===== src/rtl/spi_frame_rx.sv =====
// rtl/spi_frame_rx.sv - oversampled SPI slave receiver with valid/ready holding register
// All SPI pins are synchronised into clk; sclk edges are detected, never used as a clock.
module spi_frame_rx #(
  parameter int DATA_WIDTH  = 96,
  parameter int SYNC_STAGES = 2,
  parameter bit MSB_FIRST   = 1'b0
) (
  input  logic                  clk,
  input  logic                  rst_n,
  input  logic                  cpol,
  input  logic                  cpha,
  input  logic                  sclk,
  input  logic                  mosi,
  input  logic                  ss_n,
  output logic [DATA_WIDTH-1:0] data_o,
  output logic                  valid_o,
  input  logic                  ready_i,
  output logic                  busy_o,
  output logic                  frame_err_o,
  output logic                  overrun_o
);

  localparam int CW = $clog2(DATA_WIDTH + 1);
  localparam logic [CW-1:0] LAST_CNT = CW'(DATA_WIDTH - 1);

  typedef enum logic [1:0] {
    S_IDLE,
    S_RECV,
    S_LOAD,
    S_WAIT_SS
  } state_t;

  state_t r_state;
  state_t w_next;

  logic [SYNC_STAGES-1:0] r_sclk_sync;
  logic [SYNC_STAGES-1:0] r_mosi_sync;
  logic [SYNC_STAGES-1:0] r_ss_sync;
  logic                   r_sclk_d;
  logic                   r_ss_d;

  logic                   r_cpol;
  logic                   r_cpha;
  logic [CW-1:0]          r_cnt;
  logic [DATA_WIDTH-1:0]  r_sr;
  logic [DATA_WIDTH-1:0]  r_data;
  logic                   r_valid;
  logic                   r_frame_err;
  logic                   r_overrun;

  logic w_sclk, w_mosi, w_ss;
  logic w_sclk_rise, w_sclk_fall, w_ss_rise, w_ss_fall;
  logic w_lead, w_trail, w_sample;
  logic w_start, w_shift, w_abort, w_load;

  // Idle levels: sclk low, mosi low, ss_n deasserted
  always_ff @(posedge clk or negedge rst_n) begin
    if (!rst_n) begin
      r_sclk_sync <= '0;
      r_mosi_sync <= '0;
      r_ss_sync   <= '1;
      r_sclk_d    <= 1'b0;
      r_ss_d      <= 1'b1;
    end else begin
      r_sclk_sync <= {r_sclk_sync[SYNC_STAGES-2:0], sclk};
      r_mosi_sync <= {r_mosi_sync[SYNC_STAGES-2:0], mosi};
      r_ss_sync   <= {r_ss_sync[SYNC_STAGES-2:0], ss_n};
      r_sclk_d    <= w_sclk;
      r_ss_d      <= w_ss;
    end
  end

  assign w_sclk      = r_sclk_sync[SYNC_STAGES-1];
  assign w_mosi      = r_mosi_sync[SYNC_STAGES-1];
  assign w_ss        = r_ss_sync[SYNC_STAGES-1];
  assign w_sclk_rise = w_sclk & ~r_sclk_d;
  assign w_sclk_fall = ~w_sclk & r_sclk_d;
  assign w_ss_rise   = w_ss & ~r_ss_d;
  assign w_ss_fall   = ~w_ss & r_ss_d;
  assign w_lead      = r_cpol ? w_sclk_fall : w_sclk_rise;
  assign w_trail     = r_cpol ? w_sclk_rise : w_sclk_fall;
  assign w_sample    = r_cpha ? w_trail : w_lead;

  always_ff @(posedge clk or negedge rst_n) begin
    if (!rst_n) begin
      r_state <= S_IDLE;
    end else begin
      r_state <= w_next;
    end
  end

  always_comb begin
    w_next  = r_state;
    w_start = 1'b0;
    w_shift = 1'b0;
    w_abort = 1'b0;
    w_load  = 1'b0;
    case (r_state)
      S_IDLE: begin
        if (w_ss_fall) begin
          w_start = 1'b1;
          w_next  = S_RECV;
        end
      end
      S_RECV: begin
        if (w_ss_rise) begin
          w_abort = 1'b1;
          w_next  = S_IDLE;
        end else if (w_sample) begin
          w_shift = 1'b1;
          if (r_cnt == LAST_CNT) begin
            w_next = S_LOAD;
          end
        end
      end
      S_LOAD: begin
        w_load = 1'b1;
        w_next = S_WAIT_SS;
      end
      S_WAIT_SS: begin
        if (w_ss) begin
          w_next = S_IDLE;
        end
      end
      default: w_next = S_IDLE;
    endcase
  end

  always_ff @(posedge clk or negedge rst_n) begin
    if (!rst_n) begin
      r_cpol      <= 1'b0;
      r_cpha      <= 1'b0;
      r_cnt       <= '0;
      r_sr        <= '0;
      r_data      <= '0;
      r_valid     <= 1'b0;
      r_frame_err <= 1'b0;
      r_overrun   <= 1'b0;
    end else begin
      r_frame_err <= w_abort;
      r_overrun   <= w_load & r_valid & ~ready_i;

      if (w_start) begin
        r_cpol <= cpol;
        r_cpha <= cpha;
        r_cnt  <= '0;
        r_sr   <= '0;
      end else if (w_shift) begin
        r_cnt <= r_cnt + CW'(1);
        if (MSB_FIRST) begin
          r_sr <= {r_sr[DATA_WIDTH-2:0], w_mosi};
        end else begin
          r_sr <= {w_mosi, r_sr[DATA_WIDTH-1:1]};
        end
      end

      // A load wins over a same-cycle consume, so valid stays set
      if (w_load) begin
        r_data  <= r_sr;
        r_valid <= 1'b1;
      end else if (r_valid && ready_i) begin
        r_valid <= 1'b0;
      end
    end
  end

  assign data_o      = r_data;
  assign valid_o     = r_valid;
  assign busy_o      = (r_state != S_IDLE);
  assign frame_err_o = r_frame_err;
  assign overrun_o   = r_overrun;

endmodule

===== config.mk =====
export PLATFORM = sky130hd
export DESIGN_NAME = spi_frame_rx
export DESIGN_NICKNAME = d
export VERILOG_FILES = /design/src/rtl/spi_frame_rx.sv
export SDC_FILE = /design/constraint.sdc
export NUM_CORES = 1
export LEC_CHECK = 0
export ABC_AREA = 0
export ABC_CLOCK_PERIOD_IN_PS = 1900
export BUFFER_PORTS_ARGS = -buffer_cell sky130_fd_sc_hd__buf_2
export CAP_MARGIN = 25
export CORE_MARGIN = 5
export CORE_UTILIZATION = 57
export CTS_CLUSTER_SIZE = 8
export DETAILED_ROUTE_END_ITERATION = 12
export GPL_ROUTABILITY_DRIVEN = 0
export PLACE_DENSITY = 0.79
export REMOVE_ABC_BUFFERS = 1
export SLEW_MARGIN = 20
export SYNTH_ARGS = -nofsm -noshare
export SYNTH_HDL_FRONTEND = slang
export SYNTH_SLANG_ARGS = --single-unit

===== constraint.sdc =====
create_clock -name clk -period 1.9 [get_ports clk]
set_input_delay 0.38 -clock clk [delete_from_list [all_inputs] [get_ports clk]]
set_output_delay 0.38 -clock clk [all_outputs]
set_load 0.05 [all_outputs]

==> out/qor.yml <==
worstPathRequired_ns: 1.52
totalWireLength_um: 18000
clk_latency_ns: 0.52
cts.clk_slew.worst_paths_ns: 0.05
crit_arrival_ns: 1.46
finalCritPeriodShare_pct: 96.8
leakage_nw: 5.20
grt_max_degree: 78
cts-root-buf: "clkbuf_16"
reg2reg_to: "r_sr[10]"
r2r_cells: 5
powerDensity_nw_per_um2: 1020
die-width_um: 131
grt_overflow_total: 0
grt_pass1_wl_um: 30400
final_common_cell: "dfrtp_1"
syn2layout_area_growth_pct: 21.0
hp-class: "primary input to register"
syn_avg_cell_area_um2: 11.7
slew_violations: 0
final_cell_count_no_fill: 1024
status: "completed"
htreeDepth: 1
rsz0062_at_grt: "no"
synthCells: 716
setup_viol: 0
final_layout_size_suffix_gt1_share_pct: 32.1
worst_pin_slew_ns: 0.430
rows: 44
grt.total_usage_pct: 20.4
multiInputGateArea_um2: 2800
antenna_found_initial: 0
peakVddDrop_v: 0.000723
drc: 0
antenna_left: 0
die_y_um: 131
synth_cell_type_count: 34
r2r-start: "r_cpol"
worst-path-max-fanout: 8
path_class: "register to output port"
pre_cts_ws_ns: 0.0650
dpl.hpwl_um: 10900
avgRoutedWirePerCell_um: 17.6
viasPerCell: 5.72
startpoint_type: "register"
utilization_pct: 70.2
num_io_pins: 108
fin_ws_ns: 0.0611
die-area_um2: 17300
dr_total_vias: 5855
tritoncts: "done"
layout_common_cells: "dfrtp_1, nand2_1, buf_2"
placed_cells: 974
seq_area_frac_synth_pct: 63.8
num-fill-cells: 981
hold_ws_ns: 0.0731
setup.worst_path.end: "busy_o"
core_um2: 14500
maxCapViolations: 0
finalHoldViolCount: 0
regArea_um2: 5360
skew_ns: 0.0116
yosys_warnings: 0
period_minus_slack_ns: 1.84
antenna_cells: 0
slew_headroom_pct: 71.3
post-cts-setup-buffer-count: 0
clk_path_buf_depth: 3
first_global_vias: 5942
finalSetupTns_ns: 0
initial_core_util_pct: 58.0
fmax_mhz: 544
crit_path_end_kind: "output port"
syn_area_um2: 8400
drtIter0Drc: 514
r2r_setup_slack_ns: 0.10
portBuffers: 107
clock_sink_count: 214
synth_seq_cells: 214
numCtsBuffers: 30
dr.pass1.iters: 4
nets: 836
critical path: stages (launching register included):
cell and delay, ns:
dfrtp_1 0.39, buf_6 0.15, or2_4 0.25, buf_8 0.15
through the flow:
stage / instance area [µm²] / total power (W)
floorplan: 8140 / 0.00514
finish: 10200 / 0.0103
global placement: 9250 / 0.00555
detailed placement: 9250 / 0.00559
CTS: 10100 / 0.0104
global route: 10200 / 0.0107
routing by layer:
metal  global-route usage [%]  routed length, µm
met1                     28.7               7730
met2                     32.3               8880
met3                     4.43               1040
met4                     6.23                320
met5                        0                  0
logic make-up (layout without fill, tap and decap cells):
kind of cell / count (synthesis) / count (layout) / share of synthesized area [%]
AO/OA/AOI/OAI: 109 / 109 / 6.90
XOR/XNOR: 1 / 1 / 0.104
adder cells (fa/ha/maj): 1 / 1 / 0.149
buffers and inverters: 61 / 185 / 3.38
flip-flops: 214 / 214 / 63.8
multiplexers: 100 / 100 / 13.4
AND/OR/NAND/NOR: 230 / 230 / 12.3
how the worst min path moves through the flow:
stage,start,endpoint,cells after the start
global route,cpha,r_cpha,3
global placement,r_mosi_sync[0],r_mosi_sync[1],0
CTS,cpol,r_cpol,3
floorplan,rst_n,async pin,0
finish,cpol,r_cpol,3
detailed placement,r_mosi_sync[0],r_mosi_sync[1],0
what timing repair did:
action | in CTS | in global routing
pin swaps | 0 | 1
gates cloned | 0 | 1
gates resized for setup | 4 | 3
hold buffers | 4 | 0
hold endpoints to repair | 44 | 0
endpoints found under the setup margin | 1 | 5
registers in the layout, summed over array words and instances (netlist names), 2 cells and up, named ones only:
name	flops
r_sr	96
r_sclk_sync	2
r_cnt	7
data_o	96
r_ss_sync	2
r_mosi_sync	2
area by class of cell:
type                    count  share of cell area, %
well taps                 184                   2.26
flip-flops and latches    214                   52.7
inverters                   5                  0.185
multi-input cells         441                   27.5
repair buffers            135                   9.09
clock buffers              45                   8.24
power by group:
group | switching (W) | leakage, nW | total [W] | internal [W]
Clock | 0.00178 | 0.405 | 0.00474 | 0.00297
Combinational | 0.000642 | 1.83 | 0.000892 | 0.000249
Sequential | 0.0000646 | 2.96 | 0.00470 | 0.00463
Total | 0.00248 | 5.20 | 0.0103 | 0.00785
synth_stat cells (all sizes together):
cell type  count  area share, %
a32o           1           0.12
clkbuf        24            1.1
a41o           1           0.12
mux2          96             13
inv            5           0.22
ha             1           0.15
nand4          3           0.22
buf           32            2.1
or4b           1           0.12
a21oi          3           0.18
nor2           3           0.13
a211oi         1           0.15
a31o           3           0.31
and2           1          0.075
mux2i          4           0.52
nand2        111            5.0
and3           4           0.30
nor3           2           0.12
nand2b         4           0.30
o21ai         98            5.8
nand3         99            5.9
a31oi          1          0.075
or2            1          0.075
o2bb2ai        1           0.10
dfrtp        211             63
and4           1           0.10
xor2           1           0.10
dfstp          3           0.94
Power figures use the tool's default switching activity.
